### config.mk
export PLATFORM = sky130hd
export DESIGN_NAME = n_timer_bank
export DESIGN_NICKNAME = d
export VERILOG_FILES = /design/src/rtl/timer_pkg.sv /design/src/rtl/n_timer_channel.sv /design/src/rtl/n_timer_bank.sv
export SDC_FILE = /design/constraint.sdc
export NUM_CORES = 1
export LEC_CHECK = 0
export ABC_AREA = 1
export BUFFER_PORTS_ARGS = -buffer_cell sky130_fd_sc_hd__buf_2
export CORE_ASPECT_RATIO = 0.7
export CORE_UTILIZATION = 58
export DETAILED_ROUTE_END_ITERATION = 6
export PLACE_DENSITY = 0.78
export SLEW_MARGIN = 20
export SYNTH_ARGS = -nofsm -noshare
export SYNTH_HDL_FRONTEND = slang
export SYNTH_SLANG_ARGS = --single-unit
### constraint.sdc
create_clock -name clk -period 14.5 [get_ports clk]
set_clock_uncertainty 0.1 [all_clocks]
set_input_delay 3.625 -clock clk [delete_from_list [all_inputs] [get_ports clk]]
set_output_delay 3.625 -clock clk [all_outputs]
set_load 0.01 [all_outputs]
### src/rtl/timer_pkg.sv
// ============================================================================
// Module : timer_pkg
// Brief  : Register map, CTRL field positions and shared types of the timer bank
// Rev    : 1.0
// ============================================================================
`default_nettype none

package timer_pkg;

    localparam logic [1:0] REG_CTRL   = 2'd0;
    localparam logic [1:0] REG_CMP    = 2'd1;
    localparam logic [1:0] REG_CNT    = 2'd2;
    localparam logic [1:0] REG_STATUS = 2'd3;

    localparam int CTRL_EN_BIT     = 0;
    localparam int CTRL_MODE_BIT   = 1;
    localparam int CTRL_PRESC_LSB  = 2;
    localparam int STATUS_PEND_BIT = 0;

    // Single-bit CTRL flags; the prescaler field width is a bank parameter.
    typedef struct packed {
        logic mode;
        logic en;
    } ctrl_t;

endpackage

`default_nettype wire

### src/rtl/n_timer_channel.sv
// ============================================================================
// Module : n_timer_channel
// Brief  : One timer channel: prescaler, counter, compare, CTRL, pending, irq
// Rev    : 1.0
// ============================================================================
`default_nettype none

module n_timer_channel
    import timer_pkg::*;
#(
    parameter int CntWidth  = 32,
    parameter int PresWidth = 8
) (
    input  logic                clk,
    input  logic                reset,
    input  logic                wr_en_i,
    input  logic [1:0]          reg_sel_i,
    input  logic [CntWidth-1:0] wdata_i,
    output logic [CntWidth-1:0] rd_val_o,
    output logic                pending_o,
    output logic                irq_o
);

    ctrl_t                 ctrl_q,    ctrl_d;
    logic [PresWidth-1:0]  presc_q,   presc_d;
    logic [PresWidth-1:0]  pcnt_q,    pcnt_d;
    logic [CntWidth-1:0]   cnt_q,     cnt_d;
    logic [CntWidth-1:0]   cmp_q,     cmp_d;
    logic                  pending_q, pending_d;
    logic                  irq_q,     irq_d;

    logic                  w_wr_ctrl;
    logic                  w_wr_cmp;
    logic                  w_wr_cnt;
    logic                  w_wr_status;
    logic                  w_pwrap;
    logic                  w_tick;
    logic                  w_match;
    logic [CntWidth-1:0]   w_ctrl_word;
    logic [CntWidth-1:0]   w_status_word;

    always_comb begin
        w_wr_ctrl   = wr_en_i && (reg_sel_i == REG_CTRL);
        w_wr_cmp    = wr_en_i && (reg_sel_i == REG_CMP);
        w_wr_cnt    = wr_en_i && (reg_sel_i == REG_CNT);
        w_wr_status = wr_en_i && (reg_sel_i == REG_STATUS);
        w_pwrap     = (pcnt_q == presc_q);
        // STATUS writes touch only pending, so they do not steal the tick;
        // that is what lets a same-cycle match win over a pending clear.
        w_tick      = ctrl_q.en && w_pwrap && !(w_wr_ctrl || w_wr_cmp || w_wr_cnt);
        w_match     = w_tick && (cnt_q == cmp_q);
    end

    always_comb begin
        ctrl_d    = ctrl_q;
        presc_d   = presc_q;
        pcnt_d    = pcnt_q;
        cnt_d     = cnt_q;
        cmp_d     = cmp_q;
        pending_d = pending_q;
        irq_d     = w_match;

        if (w_wr_ctrl) begin
            pcnt_d = '0;
        end else if (ctrl_q.en) begin
            pcnt_d = w_pwrap ? '0 : pcnt_q + PresWidth'(1);
        end

        if (w_wr_cnt) begin
            cnt_d = wdata_i;
        end else if (w_tick) begin
            cnt_d = w_match ? '0 : cnt_q + CntWidth'(1);
        end

        if (w_wr_cmp) begin
            cmp_d = wdata_i;
        end

        if (w_wr_ctrl) begin
            ctrl_d.en   = wdata_i[CTRL_EN_BIT];
            ctrl_d.mode = wdata_i[CTRL_MODE_BIT];
            presc_d     = wdata_i[CTRL_PRESC_LSB +: PresWidth];
        end else if (w_match && ctrl_q.mode) begin
            ctrl_d.en = 1'b0;
        end

        if (w_match) begin
            pending_d = 1'b1;
        end else if (w_wr_status && wdata_i[STATUS_PEND_BIT]) begin
            pending_d = 1'b0;
        end
    end

    always_ff @(posedge clk or posedge reset) begin
        if (reset) begin
            ctrl_q    <= '0;
            presc_q   <= '0;
            pcnt_q    <= '0;
            cnt_q     <= '0;
            cmp_q     <= '0;
            pending_q <= 1'b0;
            irq_q     <= 1'b0;
        end else begin
            ctrl_q    <= ctrl_d;
            presc_q   <= presc_d;
            pcnt_q    <= pcnt_d;
            cnt_q     <= cnt_d;
            cmp_q     <= cmp_d;
            pending_q <= pending_d;
            irq_q     <= irq_d;
        end
    end

    always_comb begin
        w_ctrl_word                                   = '0;
        w_ctrl_word[CTRL_EN_BIT]                      = ctrl_q.en;
        w_ctrl_word[CTRL_MODE_BIT]                    = ctrl_q.mode;
        w_ctrl_word[CTRL_PRESC_LSB +: PresWidth]      = presc_q;
        w_status_word                                 = '0;
        w_status_word[STATUS_PEND_BIT]                = pending_q;

        case (reg_sel_i)
            REG_CTRL: rd_val_o = w_ctrl_word;
            REG_CMP:  rd_val_o = cmp_q;
            REG_CNT:  rd_val_o = cnt_q;
            default:  rd_val_o = w_status_word;
        endcase
    end

    assign pending_o = pending_q;
    assign irq_o     = irq_q;

endmodule

`default_nettype wire

### src/rtl/n_timer_bank.sv
// ============================================================================
// Module : n_timer_bank
// Brief  : NumCh independent timer channels behind a {channel, reg} register port
// Rev    : 1.0
// ============================================================================
`default_nettype none

module n_timer_bank
    import timer_pkg::*;
#(
    parameter int NumCh     = 4,
    parameter int CntWidth  = 32,
    parameter int PresWidth = 8
) (
    input  logic                       clk,
    input  logic                       reset,
    input  logic                       wr_en,
    input  logic                       rd_en,
    input  logic [$clog2(NumCh)+1:0]   addr,
    input  logic [CntWidth-1:0]        wdata,
    output logic [CntWidth-1:0]        rdata,
    output logic [NumCh-1:0]           irq,
    output logic [NumCh-1:0]           pending
);

    localparam int AddrW = $clog2(NumCh) + 2;
    localparam int ChW   = (NumCh > 1) ? $clog2(NumCh) : 1;

    logic [ChW-1:0]      w_ch;
    logic                w_ch_ok;
    logic [CntWidth-1:0] w_rd_vals [NumCh];
    logic [CntWidth-1:0] w_rd_mux;
    logic [CntWidth-1:0] rdata_q;

    // A single-channel bank has no channel field in the address.
    if (NumCh == 1) begin : g_single
        assign w_ch    = '0;
        assign w_ch_ok = 1'b1;
    end else begin : g_multi
        assign w_ch    = addr[AddrW-1:2];
        assign w_ch_ok = (int'(w_ch) < NumCh);
    end

    for (genvar i = 0; i < NumCh; i++) begin : g_ch
        logic w_sel;
        assign w_sel = w_ch_ok && (w_ch == ChW'(i));

        n_timer_channel #(
            .CntWidth  (CntWidth),
            .PresWidth (PresWidth)
        ) u_channel (
            .clk       (clk),
            .reset     (reset),
            .wr_en_i   (wr_en && w_sel),
            .reg_sel_i (addr[1:0]),
            .wdata_i   (wdata),
            .rd_val_o  (w_rd_vals[i]),
            .pending_o (pending[i]),
            .irq_o     (irq[i])
        );
    end

    always_comb begin
        w_rd_mux = '0;
        for (int k = 0; k < NumCh; k++) begin
            if (w_ch_ok && (w_ch == ChW'(k))) begin
                w_rd_mux = w_rd_vals[k];
            end
        end
    end

    always_ff @(posedge clk or posedge reset) begin
        if (reset) begin
            rdata_q <= '0;
        end else if (rd_en) begin
            rdata_q <= w_rd_mux;
        end
    end

    assign rdata = rdata_q;

endmodule

`default_nettype wire
# [After elaboration in Yosys (flattened, before gate mapping)]
# Index checks and enable logic that the tools add are counted.
[classes] n_addsub=8 n_eq_ne=14 n_mux=48 n_reduce_logical=70
[op_table] op="$mux W32" n=16
[op_table] op="$pmux W32 S3" n=4
[op_table] op="$add A32 B1 Y32 const B" n=4
[op_table] op="$eq A32 B32 Y1" n=4
[op_table] op="$mux W8" n=12
[op_table] op="$logic_and A1 B1 Y1" n=40
[op_table] op="$add A8 B1 Y8 const B" n=4
[op_table] op="$eq A8 B8 Y1" n=4
[op_table] op="$reduce_bool A2 Y1" n=16
[op_table] op="$mux W1" n=16
[op_table] op="$eq A2 B2 Y1 const B" n=4
[op_table] op="$logic_or A1 B1 Y1" n=8
[op_table] op="$eq A2 B1 Y1 const B" n=2
[op_table] op="$logic_not A1 Y1" n=4
[op_table] op="$logic_not A2 Y1" n=2
[word_totals] regBits=368 input_bits=40 output_inout_bits=40 elab_cells=173

# [Longest topological paths before layout]
[logic_depth] ltp_word=11 depth_mapped=13

# [Modules after synthesis]
# From an unflattened synthesis, not the netlist that was laid out.
[unflattened] cells_unflattened=3965 area_unflattened_um2=25658.4
[by_module_without_submodules] module="n_timer_channel (g_ch[0].u_channel ...)" n_inst=3 cells_per_inst=902 area_each_um2=5894.4
[by_module_without_submodules] module="n_timer_channel (g_ch[3].u_channel)" n_inst=1 cells_per_inst=902 area_each_um2=5806.8
[by_module_without_submodules] module="n_timer_bank" n_inst=1 cells_per_inst=357 area_each_um2=2168.3

# [Worst setup path before layout]
# Ideal clock, no wire load.
[synth_path] path_type="input-to-reg" startpoint="input addr[2]" endpoint="register g_ch[3].u_channel.cnt_q[15]" arrival_time_ns=4.707 path_slack_ns=9.574 path_stages=10 path_cell_list="buf_2 > nand2_1 > nor2_2 > nand2_1 > buf_2 > buf_2 > nand3_1 > o21ai_1 > inv_1 > nand2_1"
[synth_between] elab_chain_len=11 elab_cells_between_ends=14
[synth_rtl] element="from (decl)" line="n_timer_bank.sv:19" text="input logic [$clog2(NumCh)+1:0] addr,"
[synth_rtl] element="$eq A2 B2 Y1 *" line="n_timer_bank.sv:46" text="assign w_sel = w_ch_ok && (w_ch == ChW'(i));"
[synth_rtl] element="$logic_and A1 B1 Y1 *" line="n_timer_bank.sv:54" text=".wr_en_i (wr_en && w_sel),"
[synth_rtl] element="$logic_and A1 B1 Y1, on equally long branches" line="n_timer_channel.sv:43, n_timer_channel.sv:44"
[synth_rtl] element="$logic_or A1 B1 Y1 (2 in series)" line="n_timer_channel.sv:50" text="w_tick = ctrl_q.en && w_pwrap && !(w_wr_ctrl || w_wr_cmp || w_wr_cnt);"
[synth_rtl] element="$logic_not A1 Y1" line="n_timer_channel.sv:50"
[synth_rtl] element="$logic_and A1 B1 Y1" line="n_timer_channel.sv:50"
[synth_rtl] element="$logic_and A1 B1 Y1" line="n_timer_channel.sv:51" text="w_match = w_tick && (cnt_q == cmp_q);"
[synth_rtl] element="$mux W32" line="n_timer_channel.sv:72" text="cnt_d = w_match ? '0 : cnt_q + CntWidth'(1);"
[synth_rtl] element="$mux W32" line="n_timer_channel.sv:71" text="end else if (w_tick) begin"
[synth_rtl] element="$mux W32" line="n_timer_channel.sv:69" text="if (w_wr_cnt) begin"
[synth_rtl] element="to (signal assigned)" line="n_timer_channel.sv:107" text="cnt_q <= cnt_d;"
[synth_rtl] element="to (decl)" line="n_timer_channel.sv:27" text="logic [CntWidth-1:0] cnt_q, cnt_d;"
# Mark *: on every way between the ends. The rest lies on a longest branch, timed or not. The select of a mux whose other input is x is not followed.
# A chain may end at the register's enable or synchronous reset.

# [Worst setup path in the final report]
[layout_path] startpoint="input addr[1]" endpoint="register g_ch[1].u_channel.ctrl_q[0] (netlist name)"
[layout_between] elab_chain_len=9 elab_cells_between_ends=14
[layout_rtl] element="$eq A2 B1 Y1 / $logic_not A2 Y1 (equally long branches)" line="n_timer_channel.sv:44, n_timer_channel.sv:43"
[layout_rtl] element="$logic_and A1 B1 Y1, on equally long branches" line="n_timer_channel.sv:44, n_timer_channel.sv:43"
[layout_rtl] element="$logic_or A1 B1 Y1 (2 in series)" line="n_timer_channel.sv:50"
[layout_rtl] element="$logic_not A1 Y1" line="n_timer_channel.sv:50"
[layout_rtl] element="$logic_and A1 B1 Y1" line="n_timer_channel.sv:50"
[layout_rtl] element="$logic_and A1 B1 Y1" line="n_timer_channel.sv:51"
[layout_rtl] element="$logic_and A1 B1 Y1" line="n_timer_channel.sv:83" text="end else if (w_match && ctrl_q.mode) begin"
[layout_rtl] element="$reduce_bool A2 Y1 (no line)"
[layout_rtl] element="to (signal assigned)" line="n_timer_channel.sv:104" text="ctrl_q <= ctrl_d;"
[layout_rtl] element="to (decl)" line="n_timer_channel.sv:24" text="ctrl_t ctrl_q, ctrl_d;"
# Several ways; a longest one is shown, not always the timed one.

==> flow_summary.toml <==
[clocking]
clk_pin_slew_ns = 0.06
root_buffer = "clkbuf_16"
cts-resized-gates = 0
clk_path_buf_depth = 3
cts_setup_buffers = 0
cts.sinks = 368
cts_buffers = 40
ctsHoldBuffers = 0
h-tree-depth = 2
worst_skew_pair.late_latency_ns = 0.56
cts_tree = "yes"

[die]
die-area_mm2 = 0.0430
start_util_pct = 59.3
die_w_um = 248
num_rows = 62
fp.dieH_um = 174
core_mm2 = 0.0413
ios = 80

[global_route]
antenna_found_initial = 2
track_usage_pct = 37.7
grt_overflow = 0
grt_pass1_vias = 21836
gr-usage-met3_pct = 10.3
met2_usage_pct = 50.7
grt_pass1_wl_um = 125000
met1_usage_pct = 56.5
grt_max_degree = 135
top_usage_layer = "met1"

[power_and_ir_drop]
p_switching_mw = 1.75
total_power_mw = 4.21
p_int_mw = 2.45
p_comb_share_pct = 34.2
p_clk_share_pct = 24.5
switching_share_pct = 41.7
power.density_mw_per_mm2 = 159
irDropWorstVdd_uv = 100
leakage_nw = 13.4
power_frac_seq_pct = 41.3

[layout]
area_delta_synth_final_pct = 7.73
fin_util_pct = 63.9
fill_cells = 3892
final_nets = 3831
layout-drive-gt1-share_pct = 5.72

[synth]
synth_mux_area_share_pct = 0
synth_xor_area_share_pct = 4.04
synth_flop_cell = "dfrtp_1"
synth_compound_area_share_pct = 10.8
synth_top_family_by_area = "simple AND/OR/NAND/NOR gates"
syn_area_per_cell_um2 = 6.44
async_flop_share_pct = 100
synth-seq-cells = 368
synthSimpleGateAreaFrac_pct = 36.1
synth_edf_count = 0
syn_inst = 3799
synth_fp_nets = 3847
netlist_area_mm2 = 0.0245
ys_seq_area_share_pct = 37.6
synthDistinctLibCells = 38
synth-warning-count = 0
synthAdderAreaFrac_pct = 0.409

[placed_design]
port_buffers = 79
dp_hpwl_um = 57600
routabilityCongestion = 1.04

[sta]
slew_headroom_pct = 32.1
tightest_slew_ns = 1.02
setup_viol_count_final = 0
fmax_mhz = 149
hold_slack_ns = 0.376
min_period_over_period_pct = 46.2
drv_slew = 0
hold_violations = 0
period_minus_slack_ns = 6.71
tns_ns = 0
rsz0062_at_grt = "false"

[outcome]
violations = "design-rule violations"
run_status = "finished, violations left"

[run]
max-cap-violations = 0

[setup_path]
reg2reg_slack_ns = 11.89
critPathMaxFanout = 67
endpoint_kind = "flip-flop"
worstPathArrival_ns = 7.06
crit_type = "in2reg"
cp-start-kind = "primary input"
critical_path_required_ns = 14.86

[routing]
antenna_left = 0
dr.pass1.iters = 7
wl_um = 80900
drc = 16
drt_iter0_markers = 3089
routed_via_density = 5.73
vias = 24948
wl_per_cell_um = 18.6

[min_path]
hold_class = "reg2reg"
-- cell usage after synthesis (3+ instances only) --
library cell	count	area share, %
nand2_1	1345	21
inv_1	485	7.4
dfrtp_1	368	38
nand3_1	339	6.9
nor2_1	321	4.9
o21ai_0	198	4.0
clkbuf_1	89	1.4
o22ai_1	84	2.1
xor2_1	81	2.9
nand4_1	77	2.0
a21oi_1	72	1.5
o21ai_1	64	1.3
buf_2	36	0.74
xnor2_1	32	1.1
o221ai_1	29	1.0
clkinv_1	28	0.43
inv_2	25	0.38
buf_1	24	0.37
nand3b_1	16	0.49
nor2_2	13	0.33
buf_4	12	0.37
nor3_1	12	0.25
ha_1	8	0.41
o2111ai_1	8	0.29
a41oi_1	5	0.18
nand2_2	5	0.13
a22oi_1	3	0.092
and3_1	3	0.077
nor2_4	3	0.14
nor3b_1	3	0.092
o21a_1	3	0.092
-- sequential cells by signal, indices dropped and copies added (netlist names) --
name and cells:
g_ch.u_channel.pcnt_q 32, g_ch.u_channel.cmp_q 128, g_ch.u_channel.irq_o 4, g_ch.u_channel.pending_o 4, g_ch.u_channel.cnt_q 128, g_ch.u_channel.presc_q 32
rdata 32, g_ch.u_channel.ctrl_q 8
-- per-stage QoR --
step,setup slack [ns],cells,instance area (µm²)
5_1_grt,7.62,4355,26400
3_5_place_dp,7.06,4285,25100
6_report,7.79,4355,26400
3_3_place_gp,7.13,4285,25100
4_1_cts,7.63,4354,26400
2_1_floorplan,0.558,3799,24500
-- power by group through the flow --
stage / logic, mW / registers (mW) / clock network, mW
2_1_floorplan: 1.13 / 1.60 / 0
3_3_place_gp: 1.38 / 1.73 / 0
3_5_place_dp: 1.41 / 1.74 / 0
4_1_cts: 1.42 / 1.72 / 1.04
5_1_grt: 1.66 / 1.78 / 1.08
6_report: 1.44 / 1.74 / 1.03
-- layer usage --
metal,vias to the layer above,share of wire [%]
li1,12004,-
met1,11338,43
met2,1396,40
met3,210,13
met4,0,4.2
met5,-,0
-- worst paths after layout --
check                                           start                          end  cells past startpoint
hold reg to reg                             rdata[17]                    rdata[17]                      2
max in group asynchronous                       reset  g_ch[3].u_channel.cmp_q[30]                      4
hold / removal                              rdata[17]                    rdata[17]                      2
setup reg to reg           g_ch[2].u_channel.cnt_q[1]  g_ch[2].u_channel.cnt_q[18]                      9
min in group asynchronous                       reset  g_ch[2].u_channel.pcnt_q[0]                      2
setup / recovery                              addr[1]  g_ch[1].u_channel.ctrl_q[0]                     13
-- layout make-up --
class                   instances  area (µm²)  share of cell area (%)
diodes                          1        2.50                 0.00949
clock buffers                  58        1160                    4.40
clock inverters                11         113                   0.427
inverters                     538        2030                    7.69
multi-input cells            2731       12600                    47.8
flip-flops and latches        368        9210                    34.9
well taps                     544         681                    2.58
repair buffers                104         583                    2.21
-- worst max-delay path, stage by stage --
cell	delay, ns
buf_2	0.17
inv_2	0.08
nand2_4	0.62
inv_2	0.39
nand2_4	0.60
nand2_1	0.11
nor2_1	0.13
nand3_2	0.06
buf_4	0.27
inv_2	0.58
nand3_1	0.17
nand2_1	0.10
nand2_1	0.05
-- cell usage in the layout, fill, tap and decap left out, drive strengths merged --
cell type	Yosys	final
nor2	337	337
a22oi	3	3
nor4	1	1
o22ai	84	84
o211ai	1	1
inv	510	512
o221ai	29	29
clkinv	28	35
a21oi	72	72
nor3	13	13
nand2	1350	1350
xor2	81	81
o21ai	262	262
clkbuf	90	58
diode	0	1
buf	72	104
xnor2	32	32
nor3b	3	3
ha	8	8
nand3	340	340
bufinv	0	2
a41oi	5	5
o31ai	1	1
a31oi	2	2
o21a	3	3
nand4	77	77
nand3b	16	16
o2111ai	8	8
and3	3	3
dfrtp	368	368
-- cell families after synthesis --
family	count (synthesis)
flops	368
simple gates	2140
buf+inv	700
compound gates	470
fa+ha+maj	8
xor+xnor	113
Note: power is estimated with default switching activity, not from simulation.
